[src/rtl/muldiv_unit_pkg.sv]
// muldiv_unit_pkg: op codes and FSM state encoding shared by the multiply/divide unit
package muldiv_unit_pkg;
    localparam logic [2:0] MDU_MULT  = 3'b000;
    localparam logic [2:0] MDU_MULTU = 3'b001;
    localparam logic [2:0] MDU_DIV   = 3'b010;
    localparam logic [2:0] MDU_DIVU  = 3'b011;
    localparam logic [2:0] MDU_MTHI  = 3'b100;
    localparam logic [2:0] MDU_MTLO  = 3'b101;
    typedef enum logic [1:0] {S_IDLE, S_MUL, S_DIV, S_FIX} state_t;
endpackage

[src/rtl/muldiv_unit_divider.sv]
// mdu_divider: restoring division, one quotient bit per step on unsigned magnitudes
module mdu_divider #(
    parameter int WIDTH = 32
) (
    input  logic             clk,
    input  logic             rstn,
    input  logic             load,
    input  logic             step,
    input  logic [WIDTH-1:0] dividend,
    input  logic [WIDTH-1:0] divisor,
    output logic [WIDTH-1:0] quo,
    output logic [WIDTH-1:0] rem,
    output logic             dz
);
    logic [WIDTH-1:0] dvs;
    logic [WIDTH:0]   sh;
    logic [WIDTH-1:0] diff;
    logic             ge;
    assign sh   = {rem, quo[WIDTH-1]};
    assign ge   = sh >= {1'b0, dvs};
    // when ge holds the true difference is below the divisor, so the low bits suffice
    assign diff = sh[WIDTH-1:0] - dvs;
    assign dz   = dvs == '0;
    always_ff @(posedge clk or negedge rstn) begin
        if (!rstn) begin
            rem <= '0;
            quo <= '0;
            dvs <= '0;
        end else if (load) begin
            rem <= '0;
            quo <= dividend;
            dvs <= divisor;
        end else if (step) begin
            rem <= ge ? diff : sh[WIDTH-1:0];
            quo <= {quo[WIDTH-2:0], ge};
        end
    end
endmodule

[src/rtl/muldiv_unit.sv]
// muldiv_unit: multi-cycle MULT/MULTU/DIV/DIVU/MTHI/MTLO unit owning HI/LO
module muldiv_unit
    import muldiv_unit_pkg::*;
#(
    parameter int WIDTH = 32
) (
    input  logic             clk,
    input  logic             rstn,
    input  logic             start,
    input  logic [2:0]       MDUOp,
    input  logic [WIDTH-1:0] A,
    input  logic [WIDTH-1:0] B,
    output logic             busy,
    output logic             done,
    output logic [WIDTH-1:0] HI,
    output logic [WIDTH-1:0] LO
);
    localparam int CW = $clog2(WIDTH) + 1;
    localparam logic [CW-1:0] LAST = CW'(WIDTH - 1);

    state_t             state, nxt;
    logic [CW-1:0]      cnt;
    logic [2*WIDTH-1:0] acc, prod;
    logic [WIDTH-1:0]   mcand, mag_a, mag_b, quo, rem;
    logic [WIDTH:0]     sum;
    logic               go, op_signed, div_q, neg_q, rneg_q, dz;

    assign go        = state == S_IDLE && start;
    assign busy      = state != S_IDLE;
    assign op_signed = MDUOp == MDU_MULT || MDUOp == MDU_DIV;
    assign mag_a     = op_signed && A[WIDTH-1] ? -A : A;
    assign mag_b     = op_signed && B[WIDTH-1] ? -B : B;
    // shift-add: multiplier sits in acc low half and is consumed LSB-first
    assign sum       = {1'b0, acc[2*WIDTH-1:WIDTH]} + {1'b0, acc[0] ? mcand : '0};
    assign prod      = neg_q ? -acc : acc;

    mdu_divider #(.WIDTH(WIDTH)) u_div (
        .clk(clk),
        .rstn(rstn),
        .load(go && MDUOp[2:1] == 2'b01),
        .step(state == S_DIV),
        .dividend(mag_a),
        .divisor(mag_b),
        .quo(quo),
        .rem(rem),
        .dz(dz)
    );

    always_ff @(posedge clk or negedge rstn) begin
        if (!rstn) state <= S_IDLE;
        else state <= nxt;
    end

    always_comb begin
        nxt = state;
        case (state)
            S_IDLE:       if (go && !MDUOp[2]) nxt = MDUOp[1] ? S_DIV : S_MUL;
            S_MUL, S_DIV: if (cnt == LAST) nxt = S_FIX;
            default:      nxt = S_IDLE;
        endcase
    end

    always_ff @(posedge clk or negedge rstn) begin
        if (!rstn) begin
            cnt    <= '0;
            acc    <= '0;
            mcand  <= '0;
            div_q  <= 1'b0;
            neg_q  <= 1'b0;
            rneg_q <= 1'b0;
            done   <= 1'b0;
            HI     <= '0;
            LO     <= '0;
        end else begin
            done <= 1'b0;
            if (go && !MDUOp[2]) begin
                cnt    <= '0;
                div_q  <= MDUOp[1];
                neg_q  <= op_signed && (A[WIDTH-1] ^ B[WIDTH-1]);
                rneg_q <= op_signed && A[WIDTH-1];
                acc    <= {{WIDTH{1'b0}}, mag_b};
                mcand  <= mag_a;
            end
            if (go && MDUOp == MDU_MTHI) begin
                HI   <= A;
                done <= 1'b1;
            end
            if (go && MDUOp == MDU_MTLO) begin
                LO   <= A;
                done <= 1'b1;
            end
            if (state == S_MUL) acc <= {sum, acc[WIDTH-1:1]};
            if (state == S_MUL || state == S_DIV) cnt <= cnt + 1'b1;
            // divide by zero keeps the natural remainder (=A) but forces an all-ones quotient
            if (state == S_FIX) begin
                done <= 1'b1;
                HI   <= div_q ? (rneg_q ? -rem : rem) : prod[2*WIDTH-1:WIDTH];
                LO   <= div_q ? (dz ? '1 : neg_q ? -quo : quo) : prod[WIDTH-1:0];
            end
        end
    end
endmodule

[config.mk]
export PLATFORM = sky130hd
export DESIGN_NAME = muldiv_unit
export DESIGN_NICKNAME = d
export VERILOG_FILES = /design/src/rtl/muldiv_unit_pkg.sv /design/src/rtl/muldiv_unit_divider.sv /design/src/rtl/muldiv_unit.sv
export SDC_FILE = /design/constraint.sdc
export NUM_CORES = 1
export LEC_CHECK = 0
export BUFFER_PORTS_ARGS = -buffer_cell sky130_fd_sc_hd__clkbuf_2
export CELL_PAD_IN_SITES_DETAIL_PLACEMENT = 0
export CELL_PAD_IN_SITES_GLOBAL_PLACEMENT = 1
export CORE_MARGIN = 2
export CORE_UTILIZATION = 40
export DETAILED_ROUTE_END_ITERATION = 8
export PLACE_DENSITY_LB_ADDON = 0.1
export SKIP_CTS_REPAIR_TIMING = 1
export SYNTH_ARGS = -nofsm -noshare
export SYNTH_HDL_FRONTEND = slang
export SYNTH_HIERARCHICAL = 1
export SYNTH_SLANG_ARGS = --single-unit
[constraint.sdc]
create_clock -name clk -period 4.1 [get_ports clk]
set_clock_uncertainty 0.15 [all_clocks]
set_input_delay 0.615 -clock clk [delete_from_list [all_inputs] [get_ports clk]]
set_output_delay 0.615 -clock clk [all_outputs]
set_load 0.005 [all_outputs]
==> results.json, run 1 <==
{
  "status": "finished clean",
  "seq_area_frac_synth_pct": 33.10,
  "final_hold_viol_count": 0,
  "slew_violations": 0,
  "antenna_found_initial": 2,
  "dr.pass1.iters": 5,
  "drt-wirelength-per-cell_microns": 25.88,
  "gr-total-overflow": 0,
  "rr_worst_depth": 7,
  "pre_cts_ws_ns": 0.4947,
  "cts_tree": "done",
  "track_usage_pct": 31.17,
  "synth_top_family_by_area": "compound AO/OA/AOI/OAI gates",
  "power_density_nw_per_um2": 912.9,
  "ys_seq_elements": 268,
  "cts_root_buf": "clkbuf_16",
  "drv_cap": 0,
  "ys_types": 94,
  "rsz0062_at_grt": "false",
  "die_y_microns": 229.1,
  "routabilityCongestion": 0.9519,
  "finalCritPeriodShare_pct": 91.76,
  "io_buffers": 135,
  "rows": 82,
  "drt-initial-drc-count": 1701,
  "synthXorXnorAreaFrac_pct": 9.163,
  "cts_sinks": 268,
  "cts.path.max_buffers": 3,
  "clk_latency_ns": 0.56,
  "clock.fmax_mhz": 265.8,
  "synthCells": 2420,
  "cp-start-kind": "register",
  "worstHoldEndpoint": "LO[24]",
  "viasPerCell": 6.007,
  "synth_compound_area_share_pct": 21.06,
  "drc_errors": 0,
  "dpl.hpwl_mm": 63.60,
  "crit_arrival_ns": 4.00,
  "yosys.area_share.simple_pct": 20.14,
  "cellLeakagePower_uw": 0.009578,
  "ys_warn_count": 6,
  "netlist_area_sq_um": 20260,
  "dieArea_sq_um": 52480,
  "hold_path.startpoint": "A[24]",
  "setup-violations-final": 0,
  "finalSetupTns_ns": 0,
  "period_minus_slack_ns": 3.762,
  "critPathRequiredTime_ns": 4.34,
  "grt_max_degree": 96,
  "synthAdderAreaFrac_pct": 4.767,
  "grt_pass1_vias": 18363,
  "worstPathMaxFanout": 13,
  "fin_cells": 3203,
  "nFillCells": 5068,
  "synthArstFlopShare_pct": 100.0,
  "start_util_pct": 40.47,
  "grt_pass1_wl_mm": 123.1,
  "clk_pin_slew_ns": 0.06,
  "setup_slack_ns": 0.3378,
  "min_path_type": "input pin to register",
  "timing.rr.start": "acc[26]",
  "synth-edff-count": 0,
  "startpoint": "acc[26]",
  "htree_levels": 2,
  "vdd_drop_max_mv": 0.5092,
  "ios": 136,
  "diodes": 0,
  "path_class": "register to register",
  "synth_flop_cell": "dfrtp_1",
  "holdPathStages": 3,
  "drive_gt1_share_pct": 12.33,
  "postSynthNetCount": 2566,
  "chipWidth_microns": 229.1,
  "num_vias": 19239,
  "fin_nets": 2657,
  "endpoint_kind": "register",
  "synthMuxAreaShare_pct": 7.249,
  "post-place-cells": 3143,
  "postRouteAntennaNets": 0,
  "core_sq_um": 50070,
  "wirelength_mm": 82.89,
  "reg2reg_to": "HI[30]",
  "tightest_slew_ns": 1.255,
  "syn_to_final_growth_pct": 13.07,
  "ff2ff_setup_slack_ns": 0.34,
  "cts_buffers": 37,
  "synth_area_per_cell_sq_um": 8.373,
  "max_slew_margin_pct": 16.08
}
-- flip-flops by register name (all words and copies together), names as in the netlist, 2 cells and up --
register / flops
state: 2
cnt: 6
HI: 32
u_div/quo: 32
mcand: 32
u_div/dvs: 32
u_div/rem: 32
acc: 64
LO: 32
-- metrics by stage --
step	util, %	hold slack [ns]	power, uW	instance area, sq um
global placement	43.48	0.3054	17470	21770
detailed placement	43.48	0.3077	17560	21770
global route	45.76	0.2442	22280	22910
finish	45.76	0.2494	20910	22910
floorplan	-	0.1694	13270	20260
CTS	45.74	-0.1528	20780	22900
-- synthesized netlist by cell type, types with 6 or more instances --
cell      count  area share [%]
o211ai_1     23            0.85
o21ai_0     227             5.6
a22o_1        7            0.30
o31ai_1      46             1.7
or2_2        10            0.31
nor2_1      132             2.4
or4_1        34             1.3
a21boi_0      6            0.22
o41ai_1      27             1.2
o21a_1       11            0.41
nand3b_1      7            0.26
a221oi_1     10            0.43
nor2b_1      25            0.77
and2_1       43             1.3
mux2_2       14            0.78
buf_1        16            0.30
a21oi_1     106             2.6
o22ai_1      25            0.77
xor2_1       88             3.8
and3_1        6            0.19
nand3_1      43             1.1
nand4_1      25            0.77
inv_1        72             1.3
mux2i_1     131             6.5
or3_1        22            0.68
ha_1         74             4.6
clkbuf_1    120             2.2
nand2_1     358             6.6
dfrtp_1     268              33
a31oi_1      23            0.71
nor4_1       27            0.83
buf_2         7            0.17
nand2b_1     27            0.83
a21o_1       36             1.3
a211oi_1     33             1.2
nor3_1       38            0.94
o221ai_1     18            0.78
a311oi_1      9            0.39
nor3b_1       6            0.22
xnor2_1     124             5.4
-- kinds of logic after synthesis --
logic type      count (synthesis)
compound gates                663
xor+xnor                      212
fa+ha+maj                      76
buf+inv                       225
flops                         268
mux                           145
simple gates                  831
-- cells in the final DEF, fill, tap and decap left out, drive strengths merged, types with 14 or more instances in the layout --
cell,instances
or3,25
o22ai,25
nor3,39
mux2,14
and2,44
nand2b,27
o221ai,18
buf,69
nor2,133
dfrtp,268
nor4,31
a21o,36
o211ai,24
nor2b,25
nand3,43
xnor2,124
nand2,358
o31ai,46
a211oi,33
o41ai,29
a31oi,24
xor2,88
clkbuf,188
nand4,26
a21oi,106
or4,35
inv,72
mux2i,131
ha,74
o21ai,232
-- power breakdown --
group,switching [uW],internal [uW]
clock,1280,1870
combinational,7450,4750
sequential,1640,3930
-- worst max path at each step --
| stage | end | slack (ns) | depth (start not counted) |
|---|---|---|---|
| 3_5_place_dp | HI[30] | 0.49 | 7 |
| 4_1_cts | HI[30] | 0.48 | 7 |
| 2_1_floorplan | acc[58] | 1.0 | 11 |
| 6_report | HI[30] | 0.34 | 7 |
| 3_3_place_gp | HI[24] | 0.42 | 7 |
| 5_1_grt | acc[62] | 0.16 | 9 |
-- metal layers --
| metal | GRT usage [%] | vias up | wire length [microns] |
|---|---|---|---|
| met5 | 0 | - | 31 |
| met4 | 12.34 | 4 | 3488 |
| met3 | 3.374 | 154 | 4401 |
| met2 | 51.11 | 705 | 38580 |
| met1 | 42.11 | 9449 | 36390 |
| li1 | - | 8927 | - |
-- worst max-delay path: stages (launching register included) --
cell and delay, ns:
dfrtp_1 0.51, nor3_1 0.79, or4b_1 0.60, nand4b_4 0.35
nor4b_1 0.39, a31oi_1 0.08, o21ai_0 0.56, o21ai_0 0.19
-- layout make-up --
type                    count  area [sq um]  area share (%)
inverters                  73         274.0           1.196
flip-flops and latches    268          6708           29.28
clock buffers              54          1080           4.713
repair buffers            204          1269           5.538
multi-input cells        1927         12690           55.38
clock inverters             5         52.55          0.2294
well taps                 672         840.8           3.670
Note: power is estimated with default switching activity, not from simulation.
==> inputs of run 2 (changes only) <==
--- a/config.mk
+++ b/config.mk
@@ -6,12 +6,9 @@
 export NUM_CORES = 1
 export LEC_CHECK = 0
 export BUFFER_PORTS_ARGS = -buffer_cell sky130_fd_sc_hd__clkbuf_2
-export CELL_PAD_IN_SITES_DETAIL_PLACEMENT = 0
-export CELL_PAD_IN_SITES_GLOBAL_PLACEMENT = 1
 export CORE_MARGIN = 2
 export CORE_UTILIZATION = 40
 export DETAILED_ROUTE_END_ITERATION = 8
-export PLACE_DENSITY_LB_ADDON = 0.1
 export SKIP_CTS_REPAIR_TIMING = 1
 export SYNTH_ARGS = -nofsm -noshare
 export SYNTH_HDL_FRONTEND = slang
==> run 2 against run 1 <==
Die area unchanged. Flip-flop and latch count unchanged. Global-route usage decreased by 2.2 points. Non-clock buffer count increased by 1. Worst hold slack got worse by 0.0071 ns. Critical path depth increased by 2. Register-to-register slack improved by 0.04 ns. Final area increased by 0.16%. Cell count about the same. Utilization increased by 0.075 points. Critical endpoint is now acc[62]. Largest power group unchanged. Highest routed layer is now met4.
==> results.json, run 2 (synthesis results as in run 1) <==
{
  "crit_chain": "and2_1, ha_1, o21ai_0, a2111oi_0, nand2_1, o21ai_0, a21oi_1, o41ai_1, o211ai_1",
  "cts_buffers": 35,
  "rsz0062_at_grt": "false",
  "die_y_microns": 229.1,
  "endpoint_kind": "register",
  "cp_slowest_cell": "a2111oi_0",
  "antenna_found_initial": 2,
  "wirelength_mm": 77.56,
  "dieArea_sq_um": 52480,
  "num_vias": 19437,
  "grt_pass1_wl_mm": 116.4,
  "cts_tree": "done",
  "drt-wirelength-per-cell_microns": 24.19,
  "gr-total-overflow": 0,
  "routabilityCongestion": 0.9718,
  "setup-violations-final": 0,
  "postRouteAntennaNets": 0,
  "min_path_type": "input pin to register",
  "cts_root_buf": "clkbuf_16",
  "viasPerCell": 6.063,
  "clk_latency_ns": 0.56,
  "finalSetupTns_ns": 0,
  "final-seq-area_sq_um": 6708,
  "cp-start-kind": "register",
  "start_util_pct": 40.47,
  "clk_pin_slew_ns": 0.06,
  "final_hold_viol_count": 0,
  "syn_to_final_growth_pct": 13.25,
  "tightest_slew_ns": 1.085,
  "crit_top_cell": "o21ai_0",
  "ff2ff_setup_slack_ns": 0.38,
  "clock.fmax_mhz": 268.6,
  "regMostFlops": "acc",
  "crit_arrival_ns": 3.99,
  "rows": 82,
  "worstPathMaxFanout": 18,
  "met2_usage_pct": 45.33,
  "track_usage_pct": 29.02,
  "drc_errors": 0,
  "finalCritPeriodShare_pct": 90.81,
  "post-place-cells": 3144,
  "htree_levels": 2,
  "gr-usage-met1_pct": 39.75,
  "grt_max_degree": 100,
  "busiest_layer": "met2",
  "multiInputGateArea_sq_um": 12690,
  "power_density_nw_per_um2": 902.2,
  "drv_cap": 0,
  "largest_reg_flops": 64,
  "final_common_cell": "nand2_1",
  "core_sq_um": 50070,
  "dpl.hpwl_mm": 59.56,
  "nFillCells": 4996,
  "path_class": "register to register",
  "grt_pass1_vias": 18422,
  "final_cell_mix": "nand2_1 (358), dfrtp_1 (267), o21ai_0 (227)",
  "drive_gt1_share_pct": 12.51,
  "status": "finished clean",
  "ios": 136,
  "slew_violations": 0,
  "io_buffers": 135,
  "critPathRequiredTime_ns": 4.37,
  "fin_cells": 3206,
  "chipWidth_microns": 229.1,
  "vdd_drop_max_mv": 0.4895,
  "max_slew_margin_pct": 27.64,
  "dr.pass1.iters": 7,
  "cts_sinks": 268,
  "fin_nets": 2656,
  "cellLeakagePower_uw": 0.009593,
  "period_minus_slack_ns": 3.723,
  "cts.path.max_buffers": 3,
  "use_met3_pct": 4.358,
  "slowest_delay_ns": 0.62,
  "drt-initial-drc-count": 2163
}
run 2: metrics by stage:
step / util [%] / power [uW] / hold slack (ns) / cell area (sq um) / setup slack [ns]
finish: 45.83 / 20700 / 0.2423 / 22950 / 0.3766
CTS: 45.81 / 20530 / -0.03741 / 22940 / 0.3804
detailed placement: 43.42 / 17150 / 0.3063 / 21740 / 0.3614
global route: 45.83 / 22100 / 0.2361 / 22950 / 0.09748
floorplan: - / 13270 / 0.1694 / 20260 / 0.9999
global placement: 43.42 / 16980 / 0.3083 / 21740 / 0.4188
run 2: worst max-delay path: cells and delay by family (launching register included):
family | cells | cell delay (ns)
flops | 1 | 0.61
compound gates | 6 | 2.05
simple gates | 2 | 0.43
fa+ha+maj | 1 | 0.34
run 2: final cells by class:
cell class | count | share of cell area, %
multi-input combinational | 1927 | 55.29
clock buffer | 45 | 4.296
antenna | 1 | 0.01090
timing repair buffer | 205 | 5.398
sequential | 268 | 29.23
tap | 672 | 3.664
clock inverter | 15 | 0.9214
inverter | 73 | 1.194
run 2: worst paths after layout:
path	cells after the start	to	from
max in group asynchronous	3	u_div/dvs[6]	rstn
worst max register to register	9	acc[62]	acc[0]
min in group asynchronous	2	mcand[6]	rstn
worst min-delay path	3	LO[18]	A[18]
worst min register to register	2	mcand[24]	mcand[24]
worst max-delay path	9	acc[62]	acc[0]
run 2: power breakdown:
group | internal, uW | switching (uW) | leakage (uW)
clock | 2010 | 1280 | 0.000583
combinational | 4710 | 7090 | 0.00575
sequential | 3930 | 1690 | 0.00326
run 2: routing by layer:
metal	part of all wire [%]	up-vias
li1	-	8931
met1	43	9454
met2	44	893
met3	7.3	159
met4	5.0	0
met5	0	-
==> inputs of run 3 (changes only) <==
==> constraint.sdc (replaced) <==
create_clock -name clk -period 3.4 [get_ports clk]
set_clock_uncertainty 0.15 [all_clocks]
set_input_delay 0.51 -clock clk [delete_from_list [all_inputs] [get_ports clk]]
set_output_delay 0.51 -clock clk [all_outputs]
set_load 0.005 [all_outputs]
==> run 3 against run 2 <==
Die area did not move. Flip-flop and latch count did not move. Register-to-register slack got worse by 0.26 ns. Sequential share of layout area fell by 0.92 points. Setup slack got worse by 0.26 ns. Critical path depth rose by 2. Utilization rose by 1.5 points. Final area rose by 3.2%. Wire length rose by 0.75%. Via count rose by 1.8%. Sequential power rose by 16%. Critical endpoint is now acc[58]. Highest routed layer unchanged.
==> results.json, run 3 (synthesis results as in run 1) <==
{
  "fin_nets": 2742,
  "path_class": "register to register",
  "final_cell_mix": "nand2_1 (358), dfrtp_1 (267), o21ai_0 (226)",
  "ios": 136,
  "dieArea_sq_um": 52480,
  "power_uw": 25770,
  "core_sq_um": 50070,
  "status": "finished clean",
  "cts_sinks": 268,
  "rows": 82,
  "cts_tree": "done",
  "vdd_drop_max_mv": 0.4720,
  "dr.pass1.iters": 7,
  "slew_violations": 0,
  "gr-total-overflow": 0,
  "dpl.hpwl_mm": 60.98,
  "drive_gt1_share_pct": 15.65,
  "worstPathMaxFanout": 27,
  "wl_met2_mm": 34.89,
  "max_slew_margin_pct": 29.00,
  "regMostFlops": "acc",
  "syn_to_final_growth_pct": 16.93,
  "grt_pass1_vias": 19023,
  "crit_path_end": "acc[58]",
  "viasPerCell": 6.009,
  "met1_length_mm": 33.36,
  "chipWidth_microns": 229.1,
  "startpoint": "acc[0]",
  "io_buffers": 135,
  "power_density_nw_per_um2": 1088,
  "cts.path.max_buffers": 3,
  "final_hold_viol_count": 0,
  "clock.fmax_mhz": 304.1,
  "critPathRequiredTime_ns": 3.67,
  "rr_worst_depth": 11,
  "antenna_found_initial": 1,
  "met3_length_mm": 5.945,
  "finalCritPeriodShare_pct": 96.70,
  "min_path_type": "input pin to register",
  "crit_arrival_ns": 3.56,
  "cellLeakagePower_uw": 0.01007,
  "start_util_pct": 40.47,
  "drc_errors": 0,
  "highest_layer": "met4",
  "wirelength_mm": 78.15,
  "fin_cells": 3293,
  "drt-initial-drc-count": 2050,
  "routabilityCongestion": 0.9729,
  "ff2ff_setup_slack_ns": 0.11,
  "grt_max_degree": 71,
  "timing.rr.start": "acc[0]",
  "rsz0062_at_grt": "false",
  "drt-wirelength-per-cell_microns": 23.73,
  "clk_pin_slew_ns": 0.06,
  "cts_buffers": 34,
  "finalSetupTns_ns": 0,
  "cts_root_buf": "clkbuf_16",
  "postRouteAntennaNets": 0,
  "setup-violations-final": 0,
  "grt_pass1_wl_mm": 117.8,
  "cp-start-kind": "register",
  "period_minus_slack_ns": 3.288,
  "drv_cap": 0,
  "num_vias": 19786,
  "reg2reg_to": "acc[58]",
  "htree_levels": 2,
  "tightest_slew_ns": 1.065,
  "endpoint_kind": "register",
  "clk_latency_ns": 0.55,
  "post-place-cells": 3231,
  "track_usage_pct": 29.31,
  "largest_reg_flops": 64,
  "final_common_cell": "nand2_1",
  "nFillCells": 4919,
  "die_y_microns": 229.1
}
## run 3: worst max-delay path, stage by stage (launching register included)
cell and delay, ns:
dfrtp_1 0.40, buf_12 0.17, and2_1 0.15, ha_1 0.31
a21oi_1 0.29, o211ai_1 0.20, a221oi_2 0.32, o211ai_1 0.22
o41ai_1 0.41, buf_4 0.20, nor3b_1 0.05, a211o_1 0.27
## run 3: power by group
part           internal (uW)  total [uW]  switching (uW)
clock                   2440        3930            1490
combinational           6260       15300            9060
sequential              4740        6530            1790
total                  13400       25800           12300
## run 3: how the worst min path moves through the flow
stage          startpoint  cells after the start        end  slack (ns)
6_report            A[18]                      3     LO[18]        0.16
5_1_grt             A[18]                      3     LO[18]        0.15
4_1_cts              rstn                      1      LO[0]       -0.19
3_5_place_dp    mcand[24]                      2  mcand[24]        0.31
3_3_place_gp    mcand[19]                      2  mcand[19]        0.31
2_1_floorplan        rstn                      0      HI[0]        0.06
## run 3: metrics by stage
stage / setup slack (ns) / hold slack [ns] / area (sq um) / util [%]
floorplan: 0.2999 / 0.06441 / 20260 / -
global placement: 0.03431 / 0.3059 / 22450 / 44.85
detailed placement: 0.01878 / 0.3098 / 22450 / 44.85
CTS: 0.06818 / -0.1921 / 23660 / 47.26
global route: 0.01769 / 0.1509 / 23690 / 47.32
finish: 0.1121 / 0.1641 / 23690 / 47.32
## run 3: per-layer routing
metal,GRT usage (%),vias up
met5,0,-
met4,13.31,0
met3,5.528,173
met2,45.85,908
met1,39.27,9598
li1,-,9107
## run 3: cell type report
| type | instances | area (sq um) | share of cell area (%) |
|---|---|---|---|
| Antenna cell | 1 | 2.502 | 0.01056 |
| Clock buffer | 50 | 1052 | 4.441 |
| Clock inverter | 10 | 153.9 | 0.6495 |
| Inverter | 73 | 274.0 | 1.156 |
| Multi-Input combinational cell | 1927 | 12710 | 53.64 |
| Sequential cell | 268 | 6708 | 28.31 |
| Tap cell | 672 | 840.8 | 3.549 |
| Timing Repair Buffer | 292 | 1954 | 8.248 |
